$ cat src/rtl/vga_frame_writer.sv
`timescale 1ns/1ps
`default_nettype none
// ============================================================================
// Module   : vga_frame_writer
// Purpose  : Streams one IMG_WIDTH x IMG_HEIGHT image into frame memory using
//            the row-major layout expected by the VGA read path.
// Revision : 1.0 - initial release
// ============================================================================
module vga_frame_writer #(
  parameter int unsigned IMG_WIDTH        = 256,
  parameter int unsigned IMG_HEIGHT       = 256,
  parameter logic [31:0] BASE_OFFSET      = 32'h0,
  parameter logic [31:0] ENCRYPTED_OFFSET = 32'h10000,
  parameter int unsigned DATA_W           = 8
) (
  input  logic              clk,
  input  logic              rst_n,
  input  logic              start,
  input  logic              image_select,
  input  logic              abort,
  input  logic              pix_valid,
  input  logic [DATA_W-1:0] pix_data,
  output logic              pix_ready,
  output logic              mem_we,
  output logic [31:0]       mem_addr,
  output logic [DATA_W-1:0] mem_wdata,
  output logic              busy,
  output logic              done
);

  localparam int unsigned   C_XW     = (IMG_WIDTH  > 1) ? $clog2(IMG_WIDTH)  : 1;
  localparam int unsigned   C_YW     = (IMG_HEIGHT > 1) ? $clog2(IMG_HEIGHT) : 1;
  localparam logic [C_XW-1:0] C_X_LAST = C_XW'(IMG_WIDTH - 1);
  localparam logic [C_YW-1:0] C_Y_LAST = C_YW'(IMG_HEIGHT - 1);

  typedef enum logic [1:0] {
    S_IDLE  = 2'd0,
    S_WRITE = 2'd1,
    S_DONE  = 2'd2
  } state_t;

  state_t            state_q, state_d;
  logic [C_XW-1:0]   x_q, x_d;
  logic [C_YW-1:0]   y_q, y_d;
  logic              sel_q, sel_d;
  logic              mem_we_q, mem_we_d;
  logic [31:0]       mem_addr_q, mem_addr_d;
  logic [DATA_W-1:0] mem_wdata_q, mem_wdata_d;
  logic [31:0]       w_pix_addr;

  // Full 32-bit sum; image_select polarity matches the VGA read decoder.
  assign w_pix_addr = (sel_q ? BASE_OFFSET : ENCRYPTED_OFFSET)
                    + (32'(y_q) * 32'(IMG_WIDTH))
                    + 32'(x_q);

  always_ff @(posedge clk or negedge rst_n) begin
    if (!rst_n) begin
      state_q     <= S_IDLE;
      x_q         <= '0;
      y_q         <= '0;
      sel_q       <= 1'b0;
      mem_we_q    <= 1'b0;
      mem_addr_q  <= '0;
      mem_wdata_q <= '0;
    end else begin
      state_q     <= state_d;
      x_q         <= x_d;
      y_q         <= y_d;
      sel_q       <= sel_d;
      mem_we_q    <= mem_we_d;
      mem_addr_q  <= mem_addr_d;
      mem_wdata_q <= mem_wdata_d;
    end
  end

  always_comb begin
    state_d     = state_q;
    x_d         = x_q;
    y_d         = y_q;
    sel_d       = sel_q;
    mem_we_d    = 1'b0;
    mem_addr_d  = mem_addr_q;
    mem_wdata_d = mem_wdata_q;
    pix_ready   = 1'b0;

    case (state_q)
      S_IDLE: begin
        if (start) begin
          sel_d   = image_select;
          x_d     = '0;
          y_d     = '0;
          state_d = S_WRITE;
        end
      end

      S_WRITE: begin
        pix_ready = !abort;
        if (abort) begin
          x_d     = '0;
          y_d     = '0;
          state_d = S_IDLE;
        end else if (pix_valid) begin
          mem_we_d    = 1'b1;
          mem_addr_d  = w_pix_addr;
          mem_wdata_d = pix_data;
          if (x_q == C_X_LAST) begin
            x_d = '0;
            // Counters are cleared on the final pixel so a non-power-of-two
            // height never leaves y parked past the last row.
            if (y_q == C_Y_LAST) begin
              y_d     = '0;
              state_d = S_DONE;
            end else begin
              y_d = y_q + C_YW'(1);
            end
          end else begin
            x_d = x_q + C_XW'(1);
          end
        end
      end

      S_DONE: begin
        state_d = S_IDLE;
      end

      default: begin
        state_d = S_IDLE;
      end
    endcase
  end

  assign mem_we    = mem_we_q;
  assign mem_addr  = mem_addr_q;
  assign mem_wdata = mem_wdata_q;
  assign busy      = (state_q == S_WRITE);
  assign done      = (state_q == S_DONE);

endmodule
`default_nettype wire

$ cat config.mk
export PLATFORM = sky130hd
export DESIGN_NAME = vga_frame_writer
export DESIGN_NICKNAME = d
export VERILOG_FILES = /design/src/rtl/vga_frame_writer.sv
export SDC_FILE = /design/constraint.sdc
export NUM_CORES = 1
export LEC_CHECK = 0
export ABC_CLOCK_PERIOD_IN_PS = 2500
export CORE_MARGIN = 2
export CORE_UTILIZATION = 48
export DETAILED_ROUTE_END_ITERATION = 12
export HOLD_SLACK_MARGIN = 0.15
export PLACE_DENSITY = 0.82
export SETUP_SLACK_MARGIN = 0.2
export SYNTH_ARGS = -nofsm -noshare
export SYNTH_HDL_FRONTEND = slang
export SYNTH_SLANG_ARGS = --single-unit
export TNS_END_PERCENT = 5
$ cat constraint.sdc
create_clock -name clk -period 2.5 [get_ports clk]
set_input_delay 0.5 -clock clk [delete_from_list [all_inputs] [get_ports clk]]
set_output_delay 0.5 -clock clk [all_outputs]
set_load 0.1 [all_outputs]
======== Word level (Yosys, flattened, before mapping) ========
Index checks and enable logic that the tools add are counted.
cells by class
  $add $sub $neg .......................... 4
  equality and inequality tests ........... 8
  muxes and demuxes ....................... 21
  bitwise operators ....................... 1
  reductions and logical operators ........ 8
operator list
  operator                                                                  number
  8-bit two-way mux                                                         8
  8-bit case mux with 2 select lines                                        2
  18-bit by 8-bit adder with 19-bit output                                  1
  17-bit by 16-bit adder with 18-bit output                                 1
  17-bit two-way mux                                                        1
  8-bit by 1-bit adder with 8-bit output (second input constant)            2
  8-bit == test (second input constant)                                     2
  2-bit two-way mux                                                         5
  4-bit AND reduction                                                       2
  3-bit by 2-bit inequality test with 1-bit output (second input constant)  2
  3-bit AND reduction                                                       2
  1-bit two-way mux                                                         4
  2-bit case mux with 2 select lines                                        1
  3-bit inequality test (second input constant)                             1
  2-bit by 1-bit == test with 1-bit output (second input constant)          1
  2-bit == test (second input constant)                                     1
  2-bit logical NOT                                                         1
  2-bit inequality test (second input constant)                             1
  2-bit AND reduction                                                       1
  2-bit nonzero test                                                        1
  1-bit logical NOT                                                         1
  1-bit NOT                                                                 1
storage, ports and cells
  register bits ........................... 60
  input port bits ......................... 14
  output and inout port bits .............. 44
  logic and storage cells ................. 49

======== Depth between registers and ports, before layout ========
  word-level depth ........................ 6
  gate-level depth with buffers ........... 8
  depth with buffers taken out ............ 6

======== Worst setup path after synthesis ========
No wires, ideal clock.
  path type ............................... register -> output
  start point ............................. register state_q[1]
  end point ............................... output busy
  arrival time ............................ 1.733 ns
  required time ........................... 2.000 ns
  slack ................................... 0.267 ns
  cell stages (with the launch flop) ...... 2
  path buffers ............................ 0
  cell sequence ........................... dfrtp_1 -> nor2b_1
between the ends
  longest elaborated chain between the ends .. 1
RTL lines
  what                                      line  source
  start: declaration                        42    state_t state_q, state_d;
  start signal: assignment                  66    state_q <= state_d;
  2-bit by 1-bit == test with 1-bit output  135   assign busy = (state_q == S_WRITE);
  end: declaration                          27    output logic busy,
Every way passes these cells.

======== Worst setup path after layout ========
  start point ............................. input abort
  end point ............................... output pix_ready
between the ends
  longest elaborated chain between the ends .. 2
RTL lines
  what                line  source
  start: declaration  20    input logic abort,
  1-bit logical NOT   97    pix_ready = !abort;
  1-bit two-way mux   86    case (state_q)
  end: declaration    23    output logic pix_ready,
Every way passes these cells.

==> flow_summary.ini <==
[global_route]
grt.total_usage_pct = 17.9
grt_pass1_wl_um = 7000
grt_start_max_net_pins = 28
antenna_found_initial = 0
overflow = 0
grt_pass1_vias = 1541

[power]
p_leak_nw = 1.33
clockPowerShare_pct = 15.2
pwr-share-seq_pct = 32.2
total_power_mw = 2.91
p_sw_mw = 1.54
irDropWorstVdd_uv = 638
power_frac_comb_pct = 52.6
p_sw_share_pct = 53.0
p_per_area_nw_per_um2 = 1140
intPower_mw = 1.37

[synthesis]
synthDistinctLibCells = 37
yosys_register_bits = 45
synthCells = 230
yosysSeqAreaShare_pct = 52.9
ys_warn_count = 0
synth.avg_cell_area_sq_um = 9.25
syn_area_sq_um = 2130

[floorplan]
pin_count = 58
core_sq_um = 4320
start_util_pct = 49.2
rows = 24
die_x_um = 70.6
fp.dieArea_sq_um = 4980
die_h_um = 70.6

[clock_tree]
post_cts_buffers = 0
root_buffer = clkbuf_8
clkTransAtPathRegs_ns = 0.08
clk_latency_ns = 0.29
postCtsResizedCells = 0
cts.sinks = 45
clockBufferDepth = 2
numCtsBuffers = 5
cts_max_level = 2
hold_buffers = 0
cts_tree = done

[setup_path]
cp_data_arrival_time_ns = 1.66
end_kind = output pin
worst_setup_path_start_kind = input port
worstPathRequired_ns = 2.00
critPathMaxFanout = 6
critPathKind = input port to output pin

[finish]
final_layout_size_suffix_gt1_share_pct = 17.5
final_area_sq_um = 2560
area_growth_pct = 20.4
antenna_cells = 0
nets = 291

[routing]
dr.pass1.iters = 4
drt-total-wl_um = 4140
wl_per_cell_um = 12.7
num_vias = 1670
antenna_left = 0
drc = 0
first_iter_violations = 101
via_per_inst = 5.11

[timing]
tns_ns = 0
finalSetupViolCount = 0
holdWs_ns = 0.196
report.final.slew_viol_count = 0
fin_skew_ns = 0.00428
grt_setup_unrepaired = false
layout_setup_ws_ns = 0.340
max_freq_ghz = 0.463
finalHoldViolCount = 0
maxSlewHeadroom_pct = 61.7
finalCritPeriodShare_pct = 86.4
min_period_ns = 2.16
tightest_slew_ns = 0.575

[worst_hold_path]
hold_path.class = input port to asynchronous set/reset pin

[placed_design]
postPlaceCellArea_sq_um = 2470
io_buffers = 42
dp_hpwl_um = 3030
dp_slack_ns = 0.230
gp_congestion = 0.833

[job]
cap_violations = 0

[outcome]
run_status = finished clean
[worst paths after layout]
kind | from | to | slack (ns) | cells past startpoint
max in group asynchronous | rst_n | mem_wdata[2]$_DFFE_PN0P_ | 1.74 | 2
min reg2reg | sel_q$_DFFE_PN0P_ | mem_addr[16]$_DFFE_PN0P_ | 0.47 | 1
min in group clk | sel_q$_DFFE_PN0P_ | mem_addr[16]$_DFFE_PN0P_ | 0.47 | 1
max | abort | pix_ready | 0.34 | 4
max reg2reg | x_q[0]$_DFFE_PN0P_ | y_q[5]$_DFFE_PN0P_ | 0.60 | 5
min | rst_n | sel_q$_DFFE_PN0P_ | 0.20 | 1
[state kept, by name, indices dropped and copies added (netlist names)]
| signal | cells |
|---|---|
| y_q | 8 |
| mem_wdata | 8 |
| x_q | 8 |
| state_q | 2 |
| sel_q | 1 |
| mem_addr | 17 |
| mem_we | 1 |
[power groups by stage]
stage	logic [mW]	clock network (mW)	registers, mW
floorplan	0.564	0	1.62
global placement	1.52	0	0.948
detailed placement	1.54	0	0.956
CTS	1.54	0.456	0.942
global route	1.61	0.484	0.956
finish	1.53	0.442	0.939
[layer usage]
layer	vias to the layer above	part of all wire, %	track usage (%)	routed length [um]
met2	57	47	27.8	1940
li1	826	-	-	-
met5	-	0	0	0
met4	0	1.5	5.66	63
met3	6	6.8	4.84	280
met1	781	45	24.9	1860
[Yosys cell counts, drive strengths merged]
master	count	area share, %
and4	1	0.41
clkinv	2	0.47
or2	2	0.59
and3	5	1.5
nor2b	1	0.29
o21ai	13	3.1
xnor2	5	2.1
and2b	1	0.35
nand2	82	15
a31oi	2	0.59
nor4	2	0.59
nor2	10	1.8
nor3	2	0.47
or3	2	0.59
a41oi	1	1.3
and2	2	0.59
clkbuf	3	0.53
o21bai	1	0.35
nor4b	1	0.41
o211ai	2	0.71
nor3b	3	1.3
nand3	6	1.4
nand4	4	1.2
o31ai	3	1.1
dfrtp	45	53
buf	19	6.8
a221o	2	0.94
or3b	1	0.41
mux2	1	0.53
ha	2	1.2
a21oi	3	0.71
conb	1	0.18
[cells by family after synthesis]
| kind of cell | share of synthesized area, % |
|---|---|
| AO/OA/AOI/OAI | 8.71 |
| XOR/XNOR | 2.06 |
| adder cells (fa/ha/maj) | 1.18 |
| buffers and inverters | 7.76 |
| flip-flops | 52.9 |
| multiplexers | 0.529 |
| other | 0.176 |
| AND/OR/NAND/NOR | 26.6 |
[layout by cell type (no fill, tap or decap), types with 2 or more instances in the layout]
cell / instances
a21oi_1: 3
a221o_1: 2
a31oi_1: 2
and2_1: 2
and3_1: 5
buf_4: 32
clkbuf_8: 6
clkdlybuf4s50_1: 12
clkinv_2: 2
conb_1: 15
dfrtp_1: 45
ha_1: 2
nand2_1: 81
nand3_1: 6
nand4_1: 4
nor2_1: 10
nor3_1: 2
nor3b_1: 2
nor4_1: 2
o211ai_1: 2
o21ai_0: 11
o21ai_1: 2
o31ai_1: 3
or2_2: 2
or3_1: 2
xnor2_1: 5
[metrics by stage]
stage,cells,utilization [%]
final,327,59.2
after global routing,327,59.2
after global placement,320,57.2
after CTS,327,59.2
after detailed placement,320,57.2
after floorplan,244,-
[worst max-delay path, cell delays in order]
cell and delay (ns):
clkdlybuf4s50_1 0.43, or3b_1 0.39, clkinv_2 0.14, buf_12 0.19
[area by class of cell]
class                   count  area (sq um)
clock buffers               7          86.3
flip-flops and latches     45          1130
inverters                   2          10.0
repair buffers             46           385
fillers                   394          1760
multi-input cells         175           888
well taps                  52          65.1
(Power assumes the default switching activity.)
